### config.mk
export PLATFORM = sky130hd
export DESIGN_NAME = compressor_mc_flat
export DESIGN_NICKNAME = d
export VERILOG_FILES = /design/src/rtl/compressor_mc_if.sv /design/src/rtl/compressor_mc.sv /design/src/flat_wrapper.sv
export SDC_FILE = /design/constraint.sdc
export NUM_CORES = 1
export LEC_CHECK = 0
export BUFFER_PORTS_ARGS = -buffer_cell sky130_fd_sc_hd__buf_2
export CAP_MARGIN = 15
export CORE_MARGIN = 4
export CORE_UTILIZATION = 45
export CTS_CLUSTER_DIAMETER = 30
export DETAILED_ROUTE_END_ITERATION = 8
export PLACE_DENSITY_LB_ADDON = 0.2
export SYNTH_ARGS = -nofsm -noshare
export SYNTH_HDL_FRONTEND = slang
export SYNTH_SLANG_ARGS = --single-unit
### constraint.sdc
create_clock -name bclk -period 16.43 [get_ports bclk]
set_input_delay 0 -clock bclk [delete_from_list [all_inputs] [get_ports bclk]]
set_output_delay 0 -clock bclk [all_outputs]
set_load 0.05 [all_outputs]
### src/rtl/compressor_mc_if.sv
// compressor_mc_if: sample and control bundle between the audio chain and
// compressor_mc.
//   in_valid/in          : one-cycle frame strobe and packed signed samples
//                          (channel k at [k*BITSIZE +: BITSIZE])
//   thr/ratio/attack/releas/linked/bypass : per-frame compressor controls
//   busy/out_valid/out   : frame-in-progress flag, result strobe, packed result
// The master drives the frame (I2S receiver side); the slave is the compressor.
interface compressor_mc_if #(
  parameter int BITSIZE  = 16,
  parameter int CHANNELS = 2
);
  logic                         in_valid;
  logic [CHANNELS*BITSIZE-1:0]  in;
  logic [BITSIZE-1:0]           thr;
  logic [BITSIZE-1:0]           ratio;
  logic [BITSIZE-1:0]           attack;
  logic [BITSIZE-1:0]           releas;
  logic                         linked;
  logic                         bypass;
  logic                         busy;
  logic                         out_valid;
  logic [CHANNELS*BITSIZE-1:0]  out;

  modport master (
    output in_valid, in, thr, ratio, attack, releas, linked, bypass,
    input  busy, out_valid, out
  );

  modport slave (
    input  in_valid, in, thr, ratio, attack, releas, linked, bypass,
    output busy, out_valid, out
  );
endinterface

### src/rtl/compressor_mc.sv
// compressor_mc: multi-channel dynamic range compressor clocked on bclk.
// A captured frame of CHANNELS signed samples is processed channel by channel
// through one shared multiplier: LINK, then GAIN/MUL/SUM per channel, then all
// outputs update together with a one-cycle out_valid.
//   bclk  : processing clock
//   rst_n : asynchronous active-low reset
//   bus   : compressor_mc_if slave modport (frame in, controls, busy, result)
// Gains are unsigned Q1.(BITSIZE-1); FULL = 2^(BITSIZE-1)-1 is unity.
module compressor_mc #(
  parameter int BITSIZE  = 16,
  parameter int CHANNELS = 2
) (
  input  logic           bclk,
  input  logic           rst_n,
  compressor_mc_if.slave bus
);

  localparam int W  = BITSIZE;
  localparam int CW = (CHANNELS > 1) ? $clog2(CHANNELS) : 1;

  localparam logic [W-1:0]  FULL   = {1'b0, {(W-1){1'b1}}};
  localparam logic [W-1:0]  MINV   = {1'b1, {(W-1){1'b0}}};
  localparam logic [W-1:0]  ONE    = W'(1);
  localparam logic [CW-1:0] CH_ONE = CW'(1);
  localparam logic [CW-1:0] LAST   = CW'(CHANNELS - 1);

  typedef enum logic [2:0] {
    ST_IDLE,
    ST_LINK,
    ST_GAIN,
    ST_MUL,
    ST_SUM,
    ST_DONE
  } state_t;

  // |x|, with the most negative code mapped to FULL so it stays representable.
  function automatic logic [W-1:0] mag_f(input logic [W-1:0] x);
    if (x == MINV) begin
      return FULL;
    end else if (x[W-1]) begin
      return ~x + ONE;
    end else begin
      return x;
    end
  endfunction

  state_t                 state_r;
  logic [CW-1:0]          ch_r;
  logic [W-1:0]           x_r      [CHANNELS];
  logic [W-1:0]           res_r    [CHANNELS];
  logic [W-1:0]           gain_r   [CHANNELS];
  logic [W-1:0]           thr_r;
  logic [W-1:0]           ratio_r;
  logic [W-1:0]           attack_r;
  logic [W-1:0]           releas_r;
  logic                   linked_r;
  logic                   bypass_r;
  logic [W-1:0]           linkmag_r;
  logic [W-1:0]           g_cur_r;
  logic [2*W-1:0]         prod_r;
  logic [CHANNELS*W-1:0]  out_r;
  logic                   out_valid_r;
  logic                   busy_r;

  logic [W-1:0]   linkmax_s;
  logic [W-1:0]   cur_x_s;
  logic [W-1:0]   cur_mag_s;
  logic [W-1:0]   gain_old_s;
  logic           gain_upd_s;
  logic [W-1:0]   m_s;
  logic [W:0]     g_e_s;
  logic [W:0]     floor_e_s;
  logic [W:0]     rise_e_s;
  logic [W-1:0]   gain_calc_s;
  logic [W-1:0]   g_use_s;
  logic [2*W-1:0] prod_s;
  logic [2*W-1:0] sum_s;
  logic [W-1:0]   r_s;
  logic [W-1:0]   res_s;

  assign bus.out       = out_r;
  assign bus.out_valid = out_valid_r;
  assign bus.busy      = busy_r;

  // Largest channel magnitude of the captured frame (shared-gain detector).
  always_comb begin
    linkmax_s = {W{1'b0}};
    for (int k = 0; k < CHANNELS; k++) begin
      if (mag_f(x_r[k]) > linkmax_s) begin
        linkmax_s = mag_f(x_r[k]);
      end else begin
        linkmax_s = linkmax_s;
      end
    end
  end

  // Gain tracking for the current channel; sums are one bit wider so they never wrap.
  always_comb begin
    cur_x_s    = x_r[ch_r];
    cur_mag_s  = mag_f(x_r[ch_r]);
    gain_old_s = linked_r ? gain_r[0] : gain_r[ch_r];
    // In linked mode only channel 0's slot moves the shared gain.
    gain_upd_s = !linked_r || (ch_r == {CW{1'b0}});
    m_s        = linked_r ? linkmag_r : cur_mag_s;
    g_e_s      = {1'b0, gain_old_s};
    floor_e_s  = {1'b0, ratio_r} + {1'b0, attack_r};
    rise_e_s   = {1'b0, gain_old_s} + {1'b0, releas_r};
    if (m_s > thr_r) begin
      if (g_e_s > floor_e_s) begin
        gain_calc_s = gain_old_s - attack_r;
      end else begin
        gain_calc_s = ratio_r;
      end
    end else if (m_s < thr_r) begin
      if (rise_e_s < {1'b0, FULL}) begin
        gain_calc_s = rise_e_s[W-1:0];
      end else begin
        gain_calc_s = FULL;
      end
    end else begin
      gain_calc_s = gain_old_s;
    end
    g_use_s = gain_upd_s ? gain_calc_s : gain_old_s;
  end

  // Shared multiplier and output reconstruction for the current channel.
  always_comb begin
    if (cur_mag_s > thr_r) begin
      prod_s = {{W{1'b0}}, cur_mag_s - thr_r} * {{W{1'b0}}, g_cur_r};
    end else begin
      prod_s = {(2*W){1'b0}};
    end
    sum_s = {{W{1'b0}}, thr_r} + (prod_r >> (W - 1));
    if (sum_s > {{W{1'b0}}, FULL}) begin
      r_s = FULL;
    end else begin
      r_s = sum_s[W-1:0];
    end
    if (bypass_r || (cur_mag_s <= thr_r)) begin
      res_s = cur_x_s;
    end else if (cur_x_s[W-1]) begin
      res_s = ~r_s + ONE;
    end else begin
      res_s = r_s;
    end
  end

  // Frame sequencer: capture, per-channel gain/multiply/sum, publish.
  always_ff @(posedge bclk or negedge rst_n) begin
    if (!rst_n) begin
      state_r     <= ST_IDLE;
      ch_r        <= {CW{1'b0}};
      thr_r       <= {W{1'b0}};
      ratio_r     <= {W{1'b0}};
      attack_r    <= {W{1'b0}};
      releas_r    <= {W{1'b0}};
      linked_r    <= 1'b0;
      bypass_r    <= 1'b0;
      linkmag_r   <= {W{1'b0}};
      g_cur_r     <= {W{1'b0}};
      prod_r      <= {(2*W){1'b0}};
      out_r       <= {(CHANNELS*W){1'b0}};
      out_valid_r <= 1'b0;
      busy_r      <= 1'b0;
      for (int k = 0; k < CHANNELS; k++) begin
        x_r[k]    <= {W{1'b0}};
        res_r[k]  <= {W{1'b0}};
        gain_r[k] <= FULL;
      end
    end else begin
      case (state_r)
        // DONE also accepts a new frame: busy is already low there.
        ST_IDLE, ST_DONE: begin
          out_valid_r <= 1'b0;
          if (bus.in_valid) begin
            for (int k = 0; k < CHANNELS; k++) begin
              x_r[k] <= bus.in[k*W +: W];
            end
            thr_r    <= bus.thr;
            ratio_r  <= (bus.ratio > FULL) ? FULL : bus.ratio;
            attack_r <= bus.attack;
            releas_r <= bus.releas;
            linked_r <= bus.linked;
            bypass_r <= bus.bypass;
            busy_r   <= 1'b1;
            state_r  <= ST_LINK;
          end else begin
            state_r <= ST_IDLE;
          end
        end
        ST_LINK: begin
          linkmag_r <= linkmax_s;
          ch_r      <= {CW{1'b0}};
          state_r   <= ST_GAIN;
        end
        ST_GAIN: begin
          if (gain_upd_s) begin
            gain_r[ch_r] <= gain_calc_s;
          end
          g_cur_r <= g_use_s;
          state_r <= ST_MUL;
        end
        ST_MUL: begin
          prod_r  <= prod_s;
          state_r <= ST_SUM;
        end
        ST_SUM: begin
          res_r[ch_r] <= res_s;
          if (ch_r == LAST) begin
            // Last channel's result goes straight to out alongside the stored ones.
            for (int k = 0; k < CHANNELS; k++) begin
              out_r[k*W +: W] <= (k == CHANNELS - 1) ? res_s : res_r[k];
            end
            out_valid_r <= 1'b1;
            busy_r      <= 1'b0;
            state_r     <= ST_DONE;
          end else begin
            ch_r    <= ch_r + CH_ONE;
            state_r <= ST_GAIN;
          end
        end
        default: begin
          out_valid_r <= 1'b0;
          busy_r      <= 1'b0;
          state_r     <= ST_IDLE;
        end
      endcase
    end
  end

endmodule

### src/flat_wrapper.sv
// flat-port wrapper written by rule: the top's interface ports become plain ports
module compressor_mc_flat 
#(
  parameter int BITSIZE  = 16,
  parameter int CHANNELS = 2
)
  (bclk, rst_n, bus_in_valid, bus_in, bus_thr, bus_ratio, bus_attack, bus_releas, bus_linked, bus_bypass, bus_busy, bus_out_valid, bus_out);
  compressor_mc_if #(.BITSIZE(BITSIZE), .CHANNELS(CHANNELS)) bus_i ();
  input  logic bclk;
  input  logic rst_n;
  input wire logic [$bits(bus_i.in_valid)-1:0] bus_in_valid;
  input wire logic [$bits(bus_i.in)-1:0] bus_in;
  input wire logic [$bits(bus_i.thr)-1:0] bus_thr;
  input wire logic [$bits(bus_i.ratio)-1:0] bus_ratio;
  input wire logic [$bits(bus_i.attack)-1:0] bus_attack;
  input wire logic [$bits(bus_i.releas)-1:0] bus_releas;
  input wire logic [$bits(bus_i.linked)-1:0] bus_linked;
  input wire logic [$bits(bus_i.bypass)-1:0] bus_bypass;
  output wire logic [$bits(bus_i.busy)-1:0] bus_busy;
  output wire logic [$bits(bus_i.out_valid)-1:0] bus_out_valid;
  output wire logic [$bits(bus_i.out)-1:0] bus_out;
  assign bus_i.in_valid = bus_in_valid;
  assign bus_i.in = bus_in;
  assign bus_i.thr = bus_thr;
  assign bus_i.ratio = bus_ratio;
  assign bus_i.attack = bus_attack;
  assign bus_i.releas = bus_releas;
  assign bus_i.linked = bus_linked;
  assign bus_i.bypass = bus_bypass;
  assign bus_busy = bus_i.busy;
  assign bus_out_valid = bus_i.out_valid;
  assign bus_out = bus_i.out;
  compressor_mc #(.BITSIZE(BITSIZE), .CHANNELS(CHANNELS)) u_core (.bclk(bclk), .rst_n(rst_n), .bus(bus_i));
endmodule
# Word-level counts from Yosys, hierarchy flattened
# Index checks and enable logic that the tools add are counted.
[classes] mul=1 n_reduce_logical=13 mux=40 addsub=10 eq_ne=10 bitwise=7 n_lt_le_gt_ge=12
[op_table] operator="$mux W16" n=26
[op_table] operator="$add A16 B1 Y16 const B" n=4
[op_table] operator="$bwmux W32" n=2
[op_table] operator="$not A16 Y16" n=4
[op_table] operator="$eq A16 B16 Y1 const B" n=3
[op_table] operator="$gt A16 B16 Y1" n=3
[op_table] operator="$add A16 B16 Y17" n=2
[op_table] operator="$gt A32 B15 Y1 const B" n=1
[op_table] operator="$mul A16 B16 Y32" n=1
[op_table] operator="$mux W32" n=1
[op_table] operator="$sub A16 B16 Y16" n=2
[op_table] operator="$add A16 B17 Y18" n=1
[op_table] operator="$gt A16 B17 Y1" n=1
[op_table] operator="$lt A17 B15 Y1 const B" n=1
[op_table] operator="$demux W16 S1" n=1
[op_table] operator="$gt A16 B1 Y1 const B" n=1
[op_table] operator="$gt A16 B15 Y1 const B" n=1
[op_table] operator="$le A16 B16 Y1" n=1
[op_table] operator="$lt A16 B16 Y1" n=1
[op_table] operator="$pmux W3 S5" n=1
[op_table] operator="$reduce_and A2 Y1" n=4
[op_table] operator="$eq A3 B2 Y1 const B" n=2
[op_table] operator="$eq A3 B3 Y1 const B" n=2
[op_table] operator="$mux W1" n=5
[op_table] operator="other kinds (19)" n=22
[totals] wordCells=113 reg_bits=264

# Logic depth before layout (Yosys ltp)
[depth] word_depth=13 mapped_depth=46 mapped_depth_nobuf=42

# Worst setup path after synthesis
# OpenSTA, ideal clock, no wires.
[synth_path] path_kind="reg-to-reg" startpoint="register u_core.ch_r" endpoint="register u_core.prod_r[30]" setup_time_ps=95 arrival_time_ps=9848 n_path_buf=5 path_stages_with_launch=47 required_time_ps=16335 path_slack_ps=6487 cell_sequence="dfrtp_1 clkbuf_1 buf_2 mux2i_1 ha_1 nand3_1 or3_1 or2_2 clkbuf_1 clkbuf_1 nand2_1 inv_1 ha_1 inv_1 fa_1 a21o_1 a21oi_1 o21ai_0 (+11 left out) inv_1 fa_1 inv_1 fa_1 inv_1 fa_1 inv_1 ha_1 a21oi_1 nor2b_1 o21ai_0 a41oi_1 o211a_1 a21oi_1 o21ai_0 o31ai_1 xor2_1 o31ai_1"
[synth_via] elab_chain_cells=11
[synth_lines] element="from (decl)" line="compressor_mc.sv:48" text="logic [CW-1:0] ch_r;"
[synth_lines] element="from (signal assigned)" line="compressor_mc.sv:152" text="ch_r <= {CW{1'b0}};"
[synth_lines] element="from (signal assigned)" line="compressor_mc.sv:193" text="ch_r <= {CW{1'b0}};"
[synth_lines] element="from (signal assigned)" line="compressor_mc.sv:218" text="ch_r <= ch_r + CH_ONE;"
[synth_lines] element="$not A1 Y2 (implied by the code) *" line="compressor_mc.sv:100" text="cur_mag_s = mag_f(x_r[ch_r]);"
[synth_lines] element="$mux W16 (implied by the code) * (3 in series)" line="compressor_mc.sv:100"
[synth_lines] element="$not A16 Y16" line="compressor_mc.sv:41" text="return ~x + ONE;"
[synth_lines] element="$add A16 B1 Y16" line="compressor_mc.sv:41"
[synth_lines] element="$mux W16" line="compressor_mc.sv:40" text="end else if (x[W-1]) begin"
[synth_lines] element="$mux W16 *" line="compressor_mc.sv:38" text="if (x == MINV) begin"
[synth_lines] element="$sub A16 B16 Y16" line="compressor_mc.sv:129" text="prod_s = {{W{1'b0}}, cur_mag_s - thr_r} * {{W{1'b0}}, g_cur_r};"
[synth_lines] element="$mul A16 B16 Y32" line="compressor_mc.sv:129"
[synth_lines] element="$mux W32 *" line="compressor_mc.sv:128" text="if (cur_mag_s > thr_r) begin"
[synth_lines] element="to (signal assigned)" line="compressor_mc.sv:161" text="prod_r <= {(2*W){1'b0}};"
[synth_lines] element="to (signal assigned)" line="compressor_mc.sv:204" text="prod_r <= prod_s;"
[synth_lines] element="to (decl)" line="compressor_mc.sv:60" text="logic [2*W-1:0] prod_r;"
# Every way passes the cells marked *; elsewhere a longest branch is shown, timed or not. The select of a mux whose other input is x is not followed.
# A chain may end at the register's enable or synchronous reset.

# Worst setup path after layout
# Same ends and word-level chain as after synthesis.

==> summary.txt <==
CTS
  • H-tree depth: 2
  • CTS Buffer Depth: 3
  • Cts hold-fix bufs: 114
  • Clock sinks: 233
  • CTS resizes: 0
  • Clk slew on worst S/H paths: 0.05 ns
  • CTS buffer count: 59
  • CTS tree: done
  • Setup repair bufs after CTS: 0
  • Root buffer cell: clkbuf_16
  • Clock Latency Late Sink: 0.61 ns

Critical path
  • Crit path max-delay family: adder cells
  • CP peak stage delay: 0.88 ns
  • Most used cell, CP: fa_1
  • Crit-path slowest cell: nor2_1
  • CP endpoint kind: flop
  • WP data arrival: 11.70 ns
  • Crit path buffers/inverters: 4
  • Crit Path Class: flop to flop
  • CP Launch Type: flop
  • Required @ worst endpoint: 16.93 ns
  • Crit path max fanout: 29

Global route
  • First-pass GRT wire length: 119 mm
  • Vias in the first global route: 22016
  • GRT Resource Usage Total: 0.245
  • Largest net degree at the start of global routing: 99
  • Grt total ovfl: 0
  • Antenna violations before repair: 0

STA
  • Hold WS: -0.000282 ns
  • Final hold vios: 1
  • Fin crit share: 0.682
  • Measured slew at the worst slew-check pin: 1.14 ns
  • Final setup TNS: 0 ns
  • Clk_skew: 0.0343 ns
  • RSZ-0062 raised after global routing: false
  • Fmax: 89.3 MHz
  • Slew margin rel.: 0.239
  • Final critical-path required period: 11.20 ns
  • Final Slew Violations: 0
  • Final setup viols: 0

Logic synthesis
  • Seq/Total Area, Yosys: 0.234
  • Adder-cell area share of the yosys netlist: 0.273
  • #FFs+latches synth: 233
  • Synth Area in Simple Gates: 0.175
  • EDFF count, synth: 0
  • Multiplexer area fraction after synthesis: 0.0542
  • Ys Warns: 0
  • Top-count cell post-synth: nand2_1
  • Syn Area/Cell: 8.74 µm²
  • Synth top cells by count: nand2_1 (340), inv_1 (308), ha_1 (232), dfrtp_1 (203), fa_1 (198)
  • Post-Syn Instances: 2873
  • Asr flop ratio synth: 1.00
  • XOR/XNOR Fraction of Synth Area: 0.0379
  • Synth top area cells: dfrtp_1 (20%), fa_1 (16%), ha_1 (12%)
  • Yosys cell types: 76
  • Synth Cell Area: 25100 µm²
  • Synth Area in Compound Gates: 0.156
  • Largest family of logic cells by synthesized area: adder cells
  • Synth Net Count: 3404
  • Synth area leader: dfrtp_1
  • Area share of the leading cell type in the synthesized netlist: 0.202
  • Top_reg_cell synth: dfrtp_1

Outcome
  • Outcome: finished with violations
  • Failing checks: negative hold slack

Floorplanning
  • Die width: 244 µm
  • Total I/O pin count: 135
  • Num rows: 86
  • Die height: 244 µm
  • Total die area: 59700 µm²
  • Core area: 55200 µm²
  • Initial Util: 0.455

Route
  • DRT Pass-1 Iters: 5
  • Starting DRC count in detailed routing: 1339
  • Vias per std cell: 5.53
  • Routed vias: 21370
  • Wire per inst: 18.8 µm
  • Remaining antenna violation count: 0
  • Residual DRC: 0
  • Total Wirelength: 72.7 mm

Final layout
  • Synth-to-layout area growth: 18.3%
  • Fraction of layout cells with a size suffix above 1: 0.144
  • # fillers: 5025
  • # nets final: 3594
  • Layout Utilization: 0.538

Place
  • GPL Wtd Cong: 0.929
  • Port bufs: 134
  • Post-DP HPWL: 55.9 mm

Hold path
  • Hold Crit Class: input pin to async pin

Flow run
  • Max-capacitance violation count: 0
[metrics by stage]
step | hold WS (ns) | instances | setup slack, ns | instance area (µm²)
after CTS | 0.0359 | 3861 | 5.26 | 29700
after floorplan | -0.296 | 2873 | 6.49 | 25100
final | -0.000282 | 3862 | 5.23 | 29700
after detailed placement | 0.0879 | 3636 | 5.31 | 26500
after global routing | 0.0932 | 3861 | 4.45 | 29700
after global placement | 0.0766 | 3636 | 5.65 | 26500
[cell type report]
| class | instances | area [µm²] | share of cell area |
|---|---|---|---|
| Timing Repair Buffer | 287 | 2110 | 0.0712 |
| Sequential cell | 233 | 5870 | 0.198 |
| Antenna cell | 1 | 2.50 | 0.0000842 |
| Clock buffer | 74 | 1620 | 0.0546 |
| Clock inverter | 37 | 439 | 0.0148 |
| Multi-Input combinational cell | 2173 | 17600 | 0.591 |
| Inverter | 309 | 1160 | 0.0390 |
| Tap cell | 748 | 936 | 0.0315 |
[worst register-to-register path: cells and delay by family (launching register included)]
kind,cells,cell delay (ns)
mux,1,0.45
flops,1,0.32
fa+ha+maj,9,3.93
xor+xnor,1,0.17
compound gates,13,2.95
buf+inv,4,0.50
simple gates,8,2.79
[kinds of logic after synthesis]
kind of cell               Yosys count
buffers and inverters              467
muxes                              123
AOI/OAI and AO/OA                  601
xor gates and xnor gates           108
and+or+nand+nor                    911
adders and majority gates          430
DFF                                233
[cells in the final DEF, fill, tap and decap left out, drive strengths merged, types with 18 or more instances in the layout]
| cell | netlist | routed |
|---|---|---|
| buf | 6 | 173 |
| dfrtp | 203 | 203 |
| o31ai | 21 | 21 |
| nor3 | 43 | 43 |
| ha | 232 | 232 |
| fa | 198 | 198 |
| nand2 | 340 | 340 |
| xnor2 | 64 | 64 |
| xor2 | 44 | 44 |
| o21ai | 155 | 155 |
| clkinv | 1 | 18 |
| a31oi | 27 | 27 |
| nand2b | 18 | 18 |
| a21o | 51 | 51 |
| dlygate4sd3 | 0 | 114 |
| dfstp | 30 | 30 |
| and2 | 104 | 104 |
| and3 | 37 | 37 |
| a21oi | 143 | 143 |
| clkbuf | 152 | 74 |
| o21a | 36 | 36 |
| a311oi | 20 | 20 |
| mux2i | 19 | 19 |
| nor2b | 27 | 27 |
| mux2 | 104 | 104 |
| inv | 308 | 313 |
| o211ai | 27 | 27 |
| nor2 | 168 | 168 |
| nand3 | 75 | 75 |
[registers in the layout, summed over array words and instances, names as in the netlist, 3 cells and up]
| name | cells |
|---|---|
| u_core.bus.out | 32 |
| u_core.g_cur_r | 16 |
| u_core.state_r | 3 |
| u_core.ratio_r | 16 |
| u_core.linkmag_r | 16 |
| u_core.res_r | 16 |
| u_core.gain_r | 32 |
| u_core.releas_r | 16 |
| u_core.x_r | 32 |
| u_core.thr_r | 16 |
| u_core.prod_r | 17 |
| u_core.attack_r | 16 |
[layer usage]
metal	vias up	track usage	part of all wire
met5	-	0	0
met4	0	0.0648	0.026
met3	113	0.0383	0.051
met2	507	0.399	0.46
met1	10533	0.343	0.46
li1	10217	-	-
[worst paths after layout]
| path | from | endpoint | slack, ns | depth (start not counted) |
|---|---|---|---|---|
| hold reg to reg | u_core.gain_r[7]$_DFFE_PN1P_ | u_core.gain_r[7]$_DFFE_PN1P_ | 0.46 | 2 |
| hold / removal | rst_n | u_core.x_r[28]$_DFFE_PN0P_ | -0.0003 | 2 |
| setup / recovery | u_core.ch_r$_DFFE_PN0P_ | u_core.prod_r[30]$_DFFE_PN0P_ | 5.23 | 36 |
| max in group asynchronous | rst_n | u_core.gain_r[15]$_DFFE_PN0P_ | 14.87 | 3 |
| setup reg to reg | u_core.ch_r$_DFFE_PN0P_ | u_core.prod_r[30]$_DFFE_PN0P_ | 5.23 | 36 |
| min in group bclk | bus_attack[8] | u_core.attack_r[8]$_DFFE_PN0P_ | 0.14 | 4 |
Power is not shown: default switching activity piles up to over one toggle a cycle in this logic, so the estimate is an artifact.
